**src/rtl/red_sampler_pkg.sv**
```systemverilog
// State encoding and default timing for the RED LED ADC sampler.
// The dark-capture states exist only when RED_AMBIENT_SUB_EN is defined.
package red_sampler_pkg;

    localparam int unsigned SETTLE_CYCLES_DEF  = 16;
    localparam int unsigned TIMEOUT_CYCLES_DEF = 64;
    localparam int unsigned PERIOD_CYCLES_DEF  = 1000;
    localparam int unsigned DATA_W             = 8;

    typedef enum logic [2:0] {
        IDLE      = 3'd0,
        SETTLE    = 3'd1,
        CONVERT   = 3'd2,
        WAIT_DONE = 3'd3,
        GAP       = 3'd4
`ifdef RED_AMBIENT_SUB_EN
        ,
        DARK_SETTLE  = 3'd5,
        DARK_CONVERT = 3'd6,
        DARK_WAIT    = 3'd7
`endif
    } state_e;

    // Counter width able to hold 0..n-1, never narrower than one bit.
    function automatic int unsigned cnt_w(input int unsigned n);
        return (n > 1) ? $clog2(n) : 1;
    endfunction

endpackage

```
**src/rtl/adc_conv_handshake.sv**
```systemverilog
// ADC handshake: registered start pulse, done qualification and wait timeout.
// Shared by the lit and dark conversions of the RED sampler.
module adc_conv_handshake
    import red_sampler_pkg::*;
#(
    parameter int unsigned TIMEOUT_CYCLES = TIMEOUT_CYCLES_DEF
) (
    input  logic CLK_Sample,
    input  logic rst,
    input  logic start_req,
    input  logic wait_en,
    input  logic adc_done,
    output logic adc_start,
    output logic done_c,
    output logic timeout_c
);

    localparam int unsigned TMO_W = cnt_w(TIMEOUT_CYCLES);

    logic [TMO_W-1:0] tmo_cnt_q;

    // Wait counter restarts from zero on every entry to a wait state.
    always_ff @(posedge CLK_Sample or posedge rst) begin
        if (rst) begin
            adc_start <= 1'b0;
            tmo_cnt_q <= '0;
        end else begin
            adc_start <= start_req;
            tmo_cnt_q <= wait_en ? tmo_cnt_q + TMO_W'(1) : '0;
        end
    end

    // A done arriving on the last wait cycle takes priority over the timeout.
    assign done_c    = wait_en & adc_done;
    assign timeout_c = wait_en & ~adc_done & (tmo_cnt_q == TMO_W'(TIMEOUT_CYCLES - 1));

endmodule

```
**src/rtl/red_adc_sampler.sv**
```systemverilog
// RED LED sampler: settle, convert, capture once per fixed-length frame.
// Define RED_AMBIENT_SUB_EN to add a dark capture and output max(lit - dark, 0).
module red_adc_sampler
    import red_sampler_pkg::*;
#(
    parameter int unsigned SETTLE_CYCLES  = SETTLE_CYCLES_DEF,
    parameter int unsigned TIMEOUT_CYCLES = TIMEOUT_CYCLES_DEF,
    parameter int unsigned PERIOD_CYCLES  = PERIOD_CYCLES_DEF
) (
    input  logic              CLK_Sample,
    input  logic              rst,
    input  logic              Enable,
    input  logic [DATA_W-1:0] ADC_Data,
    input  logic              ADC_Done,
    output logic              ADC_Start,
    output logic              LED_RED,
    output logic [DATA_W-1:0] RED_ADC_Value,
    output logic              Sample_Valid,
    output logic              Timeout_Err
);

    localparam int unsigned SET_W = cnt_w(SETTLE_CYCLES);
    localparam int unsigned FRM_W = cnt_w(PERIOD_CYCLES);

    state_e            state_q;
    state_e            state_d;
    logic [SET_W-1:0]  set_cnt_q;
    logic [FRM_W-1:0]  frm_cnt_q;
    logic              start_req;
    logic              wait_en;
    logic              done_c;
    logic              timeout_c;
    logic              led_d;
    logic              valid_d;
    logic              err_set;
    logic              val_load;
    logic [DATA_W-1:0] val_d;
`ifdef RED_AMBIENT_SUB_EN
    logic [DATA_W-1:0] lit_q;
    logic              lit_load;
`endif

`ifdef RED_AMBIENT_SUB_EN
    assign wait_en = (state_q == WAIT_DONE) || (state_q == DARK_WAIT);
`else
    assign wait_en = (state_q == WAIT_DONE);
`endif

    adc_conv_handshake #(
        .TIMEOUT_CYCLES (TIMEOUT_CYCLES)
    ) u_handshake (
        .CLK_Sample (CLK_Sample),
        .rst        (rst),
        .start_req  (start_req),
        .wait_en    (wait_en),
        .adc_done   (ADC_Done),
        .adc_start  (ADC_Start),
        .done_c     (done_c),
        .timeout_c  (timeout_c)
    );

    // Next state and next output values.
    always_comb begin
        state_d  = state_q;
        val_load = 1'b0;
        val_d    = ADC_Data;
        valid_d  = 1'b0;
        err_set  = 1'b0;
`ifdef RED_AMBIENT_SUB_EN
        lit_load = 1'b0;
`endif
        case (state_q)
            IDLE: begin
                if (Enable) state_d = SETTLE;
            end
            SETTLE: begin
                if (set_cnt_q == SET_W'(SETTLE_CYCLES - 1)) state_d = CONVERT;
            end
            CONVERT: begin
                state_d = WAIT_DONE;
            end
            WAIT_DONE: begin
                if (done_c) begin
`ifdef RED_AMBIENT_SUB_EN
                    lit_load = 1'b1;
                    state_d  = DARK_SETTLE;
`else
                    val_load = 1'b1;
                    valid_d  = 1'b1;
                    state_d  = GAP;
`endif
                end else if (timeout_c) begin
                    err_set = 1'b1;
                    state_d = GAP;
                end
            end
            GAP: begin
                if (frm_cnt_q == FRM_W'(PERIOD_CYCLES - 1)) state_d = Enable ? SETTLE : IDLE;
            end
`ifdef RED_AMBIENT_SUB_EN
            DARK_SETTLE: begin
                if (set_cnt_q == SET_W'(SETTLE_CYCLES - 1)) state_d = DARK_CONVERT;
            end
            DARK_CONVERT: begin
                state_d = DARK_WAIT;
            end
            DARK_WAIT: begin
                if (done_c) begin
                    val_load = 1'b1;
                    valid_d  = 1'b1;
                    val_d    = (lit_q > ADC_Data) ? DATA_W'(lit_q - ADC_Data) : '0;
                    state_d  = GAP;
                end else if (timeout_c) begin
                    err_set = 1'b1;
                    state_d = GAP;
                end
            end
`endif
            default: begin
                state_d = IDLE;
            end
        endcase

        led_d = (state_d == SETTLE) || (state_d == CONVERT) || (state_d == WAIT_DONE);
`ifdef RED_AMBIENT_SUB_EN
        start_req = (state_d == CONVERT) || (state_d == DARK_CONVERT);
`else
        start_req = (state_d == CONVERT);
`endif
    end

    // State, counters and registered outputs.
    always_ff @(posedge CLK_Sample or posedge rst) begin
        if (rst) begin
            state_q       <= IDLE;
            set_cnt_q     <= '0;
            frm_cnt_q     <= '0;
            LED_RED       <= 1'b0;
            Sample_Valid  <= 1'b0;
            Timeout_Err   <= 1'b0;
            RED_ADC_Value <= '0;
`ifdef RED_AMBIENT_SUB_EN
            lit_q         <= '0;
`endif
        end else begin
            state_q <= state_d;

            if (state_d == state_q &&
`ifdef RED_AMBIENT_SUB_EN
                (state_q == SETTLE || state_q == DARK_SETTLE))
`else
                (state_q == SETTLE))
`endif
                set_cnt_q <= set_cnt_q + SET_W'(1);
            else
                set_cnt_q <= '0;

            // Frame counter is zero in the first SETTLE cycle of every frame.
            if (state_d == SETTLE && state_q != SETTLE)
                frm_cnt_q <= '0;
            else if (state_q != IDLE)
                frm_cnt_q <= frm_cnt_q + FRM_W'(1);
            else
                frm_cnt_q <= '0;

            LED_RED      <= led_d;
            Sample_Valid <= valid_d;
            Timeout_Err  <= Timeout_Err | err_set;
            if (val_load) RED_ADC_Value <= val_d;
`ifdef RED_AMBIENT_SUB_EN
            if (lit_load) lit_q <= ADC_Data;
`endif
        end
    end

endmodule

```
**config.mk**
```make
export PLATFORM = sky130hd
export DESIGN_NAME = red_adc_sampler
export DESIGN_NICKNAME = d
export VERILOG_FILES = /design/src/rtl/red_sampler_pkg.sv /design/src/rtl/adc_conv_handshake.sv /design/src/rtl/red_adc_sampler.sv
export SDC_FILE = /design/constraint.sdc
export NUM_CORES = 1
export LEC_CHECK = 0
export CELL_PAD_IN_SITES_DETAIL_PLACEMENT = 1
export CELL_PAD_IN_SITES_GLOBAL_PLACEMENT = 1
export CORE_ASPECT_RATIO = 0.5
export CORE_UTILIZATION = 37
export CTS_CLUSTER_DIAMETER = 30
export DETAILED_ROUTE_END_ITERATION = 10
export HOLD_SLACK_MARGIN = 0.03
export PLACE_DENSITY = 0.72
export SLEW_MARGIN = 25
export SYNTH_ARGS = -nofsm -noshare
export SYNTH_HDL_FRONTEND = slang
export SYNTH_SLANG_ARGS = --single-unit
```
**constraint.sdc**
```tcl
create_clock -name CLK_Sample -period 1.34 [get_ports CLK_Sample]
set_input_delay 0.268 -clock CLK_Sample [delete_from_list [all_inputs] [get_ports CLK_Sample]]
set_output_delay 0.268 -clock CLK_Sample [all_outputs]
set_load 0.01 [all_outputs]
```
Word-level counts from Yosys, hierarchy flattened
Cells that the tools add are included.
- bits in registers: 35
- bits of input ports: 12
- output and inout bits: 12
- logic and storage cells: 51
- $add $sub $neg: 3
- equality and inequality tests: 12
- muxes and demuxes: 16
- bitwise gates (word level): 5
- reductions and logical operators: 6
- operators with widths (operator ; number):
    two-way mux 10 bit ; 2
    two-way mux 3 bit ; 5
    case mux 3 bit (5 select lines) ; 1
    equality test 3 x 2 -> 1 bit, second input constant ; 4
    adder 10 x 1 -> 10 bit, second input constant ; 1
    equality test 10 bit, second input constant ; 1
    adder 6 x 1 -> 6 bit, second input constant ; 1
    equality test 3 x 1 -> 1 bit, second input constant ; 2
    equality test 6 bit, second input constant ; 1
    two-way mux 1 bit ; 6
    two-way mux 6 bit ; 1
    adder 4 x 1 -> 4 bit, second input constant ; 1
    equality test 4 bit, second input constant ; 1
    two-way mux 4 bit ; 1
    AND 1 bit ; 3
    equality test 3 bit ; 1
    equality test 3 bit, second input constant ; 1
    zero test 3 bit ; 1
    inequality test 3 x 1 -> 1 bit, second input constant ; 1
    nonzero test 3 bit ; 1
    logical AND 1 bit ; 2
    logical OR 1 bit ; 2
    NOT 1 bit ; 1
    bitwise OR 1 bit ; 1

Logic depth before layout (Yosys ltp)
Gate-level depths: netlist (run 1).
- word-level depth: 9
- gate-level depth with buffers: 5
- mapped depth without buffers: 5

By module
A second synthesis (run 1) with hierarchy kept.
- cells, all modules: 138
- area total of the unflattened synthesis: 1574.0 µm²
- modules (own cells, without submodules) (module ; times used ; cells an instance ; area each (µm²)):
    red_adc_sampler ; 1 ; 112 ; 1268.7
    adc_conv_handshake ; 1 ; 26 ; 305.3

Least setup slack after synthesis (run 1)
Ideal clock, no wire load.
- kind: register to register
- from: register frm_cnt_q[0]
- to: register frm_cnt_q[3]
- library setup time: 125 ps
- data arrival time: 1220 ps
- data required time: 1215 ps
- setup slack: -5 ps
- stages on the path, launching flop included: 6
- buffers on the path: 0
- clock period less this slack: 1345 ps
- cell sequence: dfrtp_1 ha_1 nand4b_1 or3_4 o21bai_4 nor2_1
- word-level cells in the longest chain between the ends: 6
- elaborated cells between the ends (all ways): 8
- classes of those cells: 1 x add/sub; 2 x eq/ne; 4 x mux; 1 x reduce/logical
- RTL lines (what ; RTL line ; text):
    from (decl) ; red_adc_sampler.sv:28 ; logic [FRM_W-1:0] frm_cnt_q;
    from (signal assigned) ; red_adc_sampler.sv:162 ; frm_cnt_q <= frm_cnt_q + FRM_W'(1);
    equality test 10 bit ; red_adc_sampler.sv:98 ; if (frm_cnt_q == FRM_W'(PERIOD_CYCLES - 1)) state_d = Enable ? SETTLE : IDLE;
    two-way mux 3 bit ; red_adc_sampler.sv:98 ;
    case mux 3 bit (5 select lines) ; red_adc_sampler.sv:72 ; case (state_q)
    equality test 3 x 1 -> 1 bit ; red_adc_sampler.sv:159 ; if (state_d == SETTLE && state_q != SETTLE)
    logical AND 1 bit ; red_adc_sampler.sv:159 ;
    two-way mux 10 bit * ; red_adc_sampler.sv:159 ;
Every way passes the cells marked *; elsewhere a longest branch is shown, timed or not.
A chain may end at the register's enable or synchronous reset.

Final worst setup path (run 1)
- from: register frm_cnt_q[1]
- to: register frm_cnt_q[7]
The elaborated chain is that of the path after synthesis.

==> flow_metrics.py, run 1 <==
metrics = {
    "global_routing": {
        "met1_usage_pct": 22.5,
        "grt-ovfl-total": 0,
        "top_usage_layer": "met2",
        "grt_pass1_wl_um": 5520,
        "grt_max_degree": 36,
        "track_usage_pct": 17.3,
        "grt_util_met3_pct": 4.46,
        "met2_usage_pct": 29.8,
        "grt_pass1_vias": 1165,
        "antenna_found_initial": 0,
    },
    "synthesis": {
        "synthTopCellsByArea": "dfrtp_1, xnor2_1, nor2_1, mux2_2, ha_1",
        "syn_inst": 125,
        "synth_area_um2": 1480,
        "synth_top_area_share_pct": 59.2,
        "synthDistinctLibCells": 27,
        "ys_seq_area_share_pct": 59.2,
        "synth_nets": 140,
        "ys_warn_count": 0,
        "synth_area_per_cell_um2": 11.8,
        "synth_seq_cells": 35,
        "synth_area_leader_cell": "dfrtp_1",
    },
    "sta": {
        "worst_pin_slew_ns": 0.302,
        "hold_ws_ns": 0.329,
        "timing.final.crit_share_pct": 109,
        "skew_ns": 0.00543,
        "relSlewSlack_pct": 79.7,
        "setup_ws_ns": -0.123,
        "rsz0062_at_grt": "yes",
        "period_needed_ns": 1.46,
        "final_hold_viol_count": 0,
        "fmax_ghz": 0.683,
        "slew_viol_final": 0,
        "setup_viol": 11,
    },
    "detailed_routing": {
        "avgRoutedWirePerCell_um": 14.0,
        "ant_nets": 0,
        "num_vias": 1091,
        "via_per_inst": 4.79,
        "first_iter_violations": 44,
        "dr.pass1.iters": 6,
        "routed_wl_um": 3200,
        "route.detailed.drc": 0,
    },
    "clock_tree": {
        "cts-buffers-inserted": 5,
        "cts_tree": "built",
        "cts_num_sinks": 35,
        "cts.path.max_buffers": 2,
        "clock_latency_ns": 0.28,
        "path_clk_slew_ns": 0.07,
        "cts-root-buf": "clkbuf_8",
        "h-tree-depth": 2,
    },
    "place": {
        "hpwl_um": 2230,
        "gp_congestion": 0.745,
        "numPortBuffers": 23,
    },
    "die": {
        "die_h_um": 46.7,
        "ios": 24,
        "core_um2": 3620,
        "floorplan.initialDensity_pct": 40.9,
        "num_rows": 15,
        "dieArea_um2": 4270,
        "die_w_um": 91.4,
    },
    "run_status": {
        "violations": "setup timing",
        "outcome": "complete, but fails checks",
    },
    "final_layout": {
        "fillers": 403,
        "synthToLayoutAreaGrowth_pct": 38.5,
        "nNetsFinal": 191,
        "final_util_pct": 56.6,
        "n_antenna_cell": 0,
        "drive_above_1_share_pct": 25.4,
    },
    "setup_path": {
        "worstPathCellList": "ha_2 > nand4b_1 > or3_4 > o21bai_4 > nor2_1",
        "crit_fanout": 8,
        "critPathMaxStageDelay_ns": 0.37,
        "r2r_setup_slack_ns": -0.12,
        "end_kind": "register",
        "critPathTopFamily": "simple AND/OR/NAND/NOR gates",
        "critical_path_buf_inv_count": 0,
        "arrival_ns": 1.62,
        "critical_path_class": "reg -> reg",
        "cp.required_ns": 1.50,
        "crit_path_start_kind": "register",
        "critPathSlowestCell": "or3_4",
    },
    "power": {
        "fin_total_pwr_mw": 3.18,
        "p_leak_nw": 1.03,
        "vdd_ir_drop_max_uv": 704,
        "power.density_nw_per_um2": 1550,
    },
    "min_path": {
        "hold_path.class": "in -> async",
    },
    "run": {
        "cap_violations": 0,
    },
}
## sequential cells by signal, summed over array words and instances (netlist names)
register	count
u_handshake.adc_start	1
RED_ADC_Value	8
set_cnt_q	4
frm_cnt_q	10
u_handshake.tmo_cnt_q	6
Timeout_Err	1
LED_RED	1
Sample_Valid	1
state_q	3
## final cells by class
cell class	instances	area (um^2)	share of cell area, %
Clock buffer	7	76.3	3.72
Clock inverter	1	5.00	0.244
Inverter	4	15.0	0.732
Multi-Input combinational cell	86	627	30.6
Sequential cell	35	878	42.8
Tap cell	51	63.8	3.11
Timing Repair Buffer	44	385	18.8
## repair_timing
action / CTS / global route
pin swaps: 1 / 6
hold buffers: 0 / 0
setup buffers: 2 / 1
resized for setup: 14 / 8
setup endpoints to repair: 23 / 22
## Yosys cell counts, drive strengths merged
| cell type | instances |
|---|---|
| nand4b | 1 |
| xnor2 | 10 |
| ha | 3 |
| and3 | 5 |
| o221ai | 1 |
| a41o | 1 |
| nand2 | 6 |
| nand4 | 1 |
| a21o | 1 |
| or3 | 2 |
| nand3b | 1 |
| o21bai | 2 |
| nor2b | 2 |
| nor2 | 22 |
| dfrtp | 35 |
| xor2 | 4 |
| nand3 | 7 |
| o21ai | 3 |
| a31oi | 1 |
| nor3 | 4 |
| mux2 | 8 |
| inv | 4 |
| and2 | 1 |
## tightest hold or removal path, cell delays in order
cell	delay [ns]
clkdlybuf4s50_1	0.40
inv_1	0.09
buf_12	0.22
## worst paths after layout
kind / cells after the start / endpoint / from
setup / recovery: 5 / frm_cnt_q[7] / frm_cnt_q[1]
hold / removal: 3 / u_handshake.tmo_cnt_q[3] / rst
setup reg to reg: 5 / frm_cnt_q[7] / frm_cnt_q[1]
hold reg to reg: 1 / set_cnt_q[0] / set_cnt_q[0]
max in group asynchronous: 3 / state_q[0] / rst
min in group CLK_Sample: 1 / set_cnt_q[0] / set_cnt_q[0]
## logic make-up (layout without fill, tap and decap cells)
group	Yosys count	in the layout	share of synthesized area, %
compound gates	9	9	4.99
buf+inv	4	56	1.01
flops	35	35	59.2
mux	8	8	6.09
xor+xnor	14	14	8.28
fa+ha+maj	3	3	2.54
simple gates	52	52	17.9
## metrics by stage
stage | setup slack [ns] | cell area [um^2] | std cells | TNS [ns]
after floorplan | -0.00411 | 1480 | 125 | -0.0269
after global routing | -0.213 | 2050 | 228 | -1.79
after global placement | -0.102 | 1920 | 217 | -1.48
after CTS | -0.127 | 2010 | 227 | -1.06
final | -0.123 | 2050 | 228 | -0.983
after detailed placement | -0.150 | 1920 | 217 | -2.03
## power breakdown
part	internal, mW	total, mW	switching [mW]
clock network	0.365	0.728	0.364
logic	0.549	1.00	0.455
registers	1.30	1.45	0.147
## per-layer routing
metal | vias up | wire length [um] | part of all wire (%)
met5 | - | 0 | 0
met2 | 18 | 1610 | 50
met1 | 549 | 1500 | 47
met4 | 0 | 0 | 0
li1 | 524 | - | -
met3 | 0 | 85 | 2.7
## placed cells by master, fill, tap and decap left out, types with 2 or more instances in the layout
cell type and n:
nor2b_1 2, dfrtp_2 2, nand2_1 5, clkbuf_8 5, nand3_1 7, clkbuf_1 2
ha_1 2, nor2_1 22, and3_1 4, xor2_1 4, inv_1 4, buf_4 20
nor3_1 4, dlygate4sd2_1 12, mux2_2 7, xnor2_1 10, clkdlybuf4s50_1 11, dfrtp_1 33
No activity file was read; power rests on OpenSTA's default activity.
==> run 2, diff against run 1 <==
Settings changed: ABC_CLOCK_PERIOD_IN_PS set to 1340.
==> results of run 2 <==
No change in the layout: final DEF, timing and power equal those of run 1.
==> run 3, diff against run 2 <==
Settings changed: CTS_CLUSTER_SIZE set to 30, REMOVE_ABC_BUFFERS set to 1.
==> flow_metrics.py, run 3 (synthesis gave the netlist of run 1 again) <==
metrics = {
    "final_layout": {
        "final_util_pct": 59.5,
        "largest_reg_flops": 10,
        "instances_no_fill": 231,
        "layout.cells.most_common_list": "dfrtp_1, buf_4, nor2_1",
        "regMostFlops": "frm_cnt_q",
        "stdcell_area_um2": 2150,
        "drive_above_1_share_pct": 28.9,
        "n_antenna_cell": 0,
        "nNetsFinal": 194,
        "synthToLayoutAreaGrowth_pct": 45.6,
        "largest_registers": "frm_cnt_q (10), RED_ADC_Value (8), u_handshake.tmo_cnt_q (6)",
        "mostFrequentLayoutCell": "dfrtp_1",
    },
    "sta": {
        "period_needed_ns": 1.48,
        "setup_viol": 11,
        "final_hold_viol_count": 0,
        "relSlewSlack_pct": 76.6,
        "setup_ws_ns": -0.145,
        "fmax_ghz": 0.674,
        "timing.final.crit_share_pct": 111,
        "skew_ns": 0.00647,
        "rsz0062_at_grt": "yes",
        "slew_viol_final": 0,
        "worst_pin_slew_ns": 0.349,
    },
    "setup_path": {
        "end_kind": "register",
        "crit_path_start_kind": "register",
        "crit_fanout": 8,
        "worstRegToRegCells": 5,
        "arrival_ns": 1.65,
        "cp.required_ns": 1.51,
        "critical_path_class": "reg -> reg",
    },
    "detailed_routing": {
        "top_layer_used": "met4",
        "routed_wl_um": 3760,
        "dr.pass1.iters": 3,
        "num_vias": 1107,
        "wl_met1_um": 1740,
        "avgRoutedWirePerCell_um": 16.3,
        "dr_wl_met3_um": 79,
        "ant_nets": 0,
        "route.detailed.drc": 0,
        "first_iter_violations": 37,
        "via_per_inst": 4.79,
        "route.met2.wl_um": 1890,
    },
    "die": {
        "num_rows": 15,
        "floorplan.initialDensity_pct": 40.9,
        "core_um2": 3620,
        "die_w_um": 91.4,
        "dieArea_um2": 4270,
        "die_h_um": 46.7,
        "ios": 24,
    },
    "clock_tree": {
        "cts_tree": "built",
        "path_clk_slew_ns": 0.08,
        "clock_latency_ns": 0.29,
        "cts.path.max_buffers": 2,
        "cts_num_sinks": 35,
        "cts-root-buf": "clkbuf_8",
        "h-tree-depth": 2,
        "cts-buffers-inserted": 5,
    },
    "global_routing": {
        "antenna_found_initial": 0,
        "track_usage_pct": 19.5,
        "grt_pass1_wl_um": 5980,
        "grt_max_degree": 36,
        "grt_pass1_vias": 1193,
        "grt-ovfl-total": 0,
    },
    "place": {
        "hpwl_um": 2300,
        "dp_cells": 218,
        "dpl_cell_area_um2": 1930,
        "gp_congestion": 0.764,
        "numPortBuffers": 23,
    },
    "run_status": {
        "outcome": "complete, but fails checks",
        "violations": "setup timing",
    },
    "power": {
        "power.density_nw_per_um2": 1730,
        "p_leak_nw": 1.07,
        "fin_total_pwr_mw": 3.73,
        "vdd_ir_drop_max_uv": 816,
    },
    "min_path": {
        "hold_path.class": "in -> async",
    },
    "run": {
        "cap_violations": 0,
    },
}
run 3: changes by cell type in the layout (fill, tap and decap cells not counted), sizes merged:
cell and change:
buf +3, clkbuf -1, bufinv +2, clkinv -1
run 3: routing by layer:
layer	track usage, %	up-vias
li1	-	532
met1	23.5	560
met2	34.0	10
met3	4.62	5
met4	11.4	0
met5	0	-
run 3: area by class of cell:
class	count	area, um^2
timing repair buffer	47	408
inverter	4	15.0
clock buffer	6	72.6
multi-input combinational	86	657
tap	51	63.8
sequential	35	878
clock inverter	2	60.1
fill	391	1470
run 3: worst paths after layout:
path	start	end	slack, ns
min in group CLK_Sample	Timeout_Err	Timeout_Err	0.48
hold reg to reg	Timeout_Err	Timeout_Err	0.48
setup / recovery	frm_cnt_q[1]	frm_cnt_q[3]	-0.14
hold / removal	rst	u_handshake.tmo_cnt_q[3]	0.32
max in group asynchronous	rst	state_q[0]	0.82
setup reg to reg	frm_cnt_q[1]	frm_cnt_q[3]	-0.14
run 3: repair_timing:
item | CTS | global route
setup endpoints to repair | 25 | 20
buffers inserted | 3 | 2
pin swaps | 3 | 5
gates resized for setup | 17 | 11
hold buffers | 0 | 0
gates cloned | 0 | 0
run 3: power breakdown:
part	internal, mW	total (mW)	switching, mW
logic	0.609	1.11	0.503
registers	1.30	1.48	0.176
clock network	0.744	1.14	0.396
total	2.65	3.73	1.07
run 3: through the flow:
step / setup WS [ns] / hold WS [ns] / TNS (ns)
floorplan: -0.00480 / 0.400 / -0.0317
global route: -0.233 / 0.353 / -2.02
detailed placement: -0.144 / 0.467 / -1.88
CTS: -0.137 / 0.324 / -1.11
finish: -0.145 / 0.322 / -1.24
global placement: -0.0952 / 0.455 / -1.43
run 3: worst max-delay path, cell delays in order, from the launching register on:
cell and delay, ns:
dfrtp_1 0.41, ha_4 0.18, nand4b_1 0.09, or3_4 0.37
o21bai_4 0.23, nor2_1 0.09
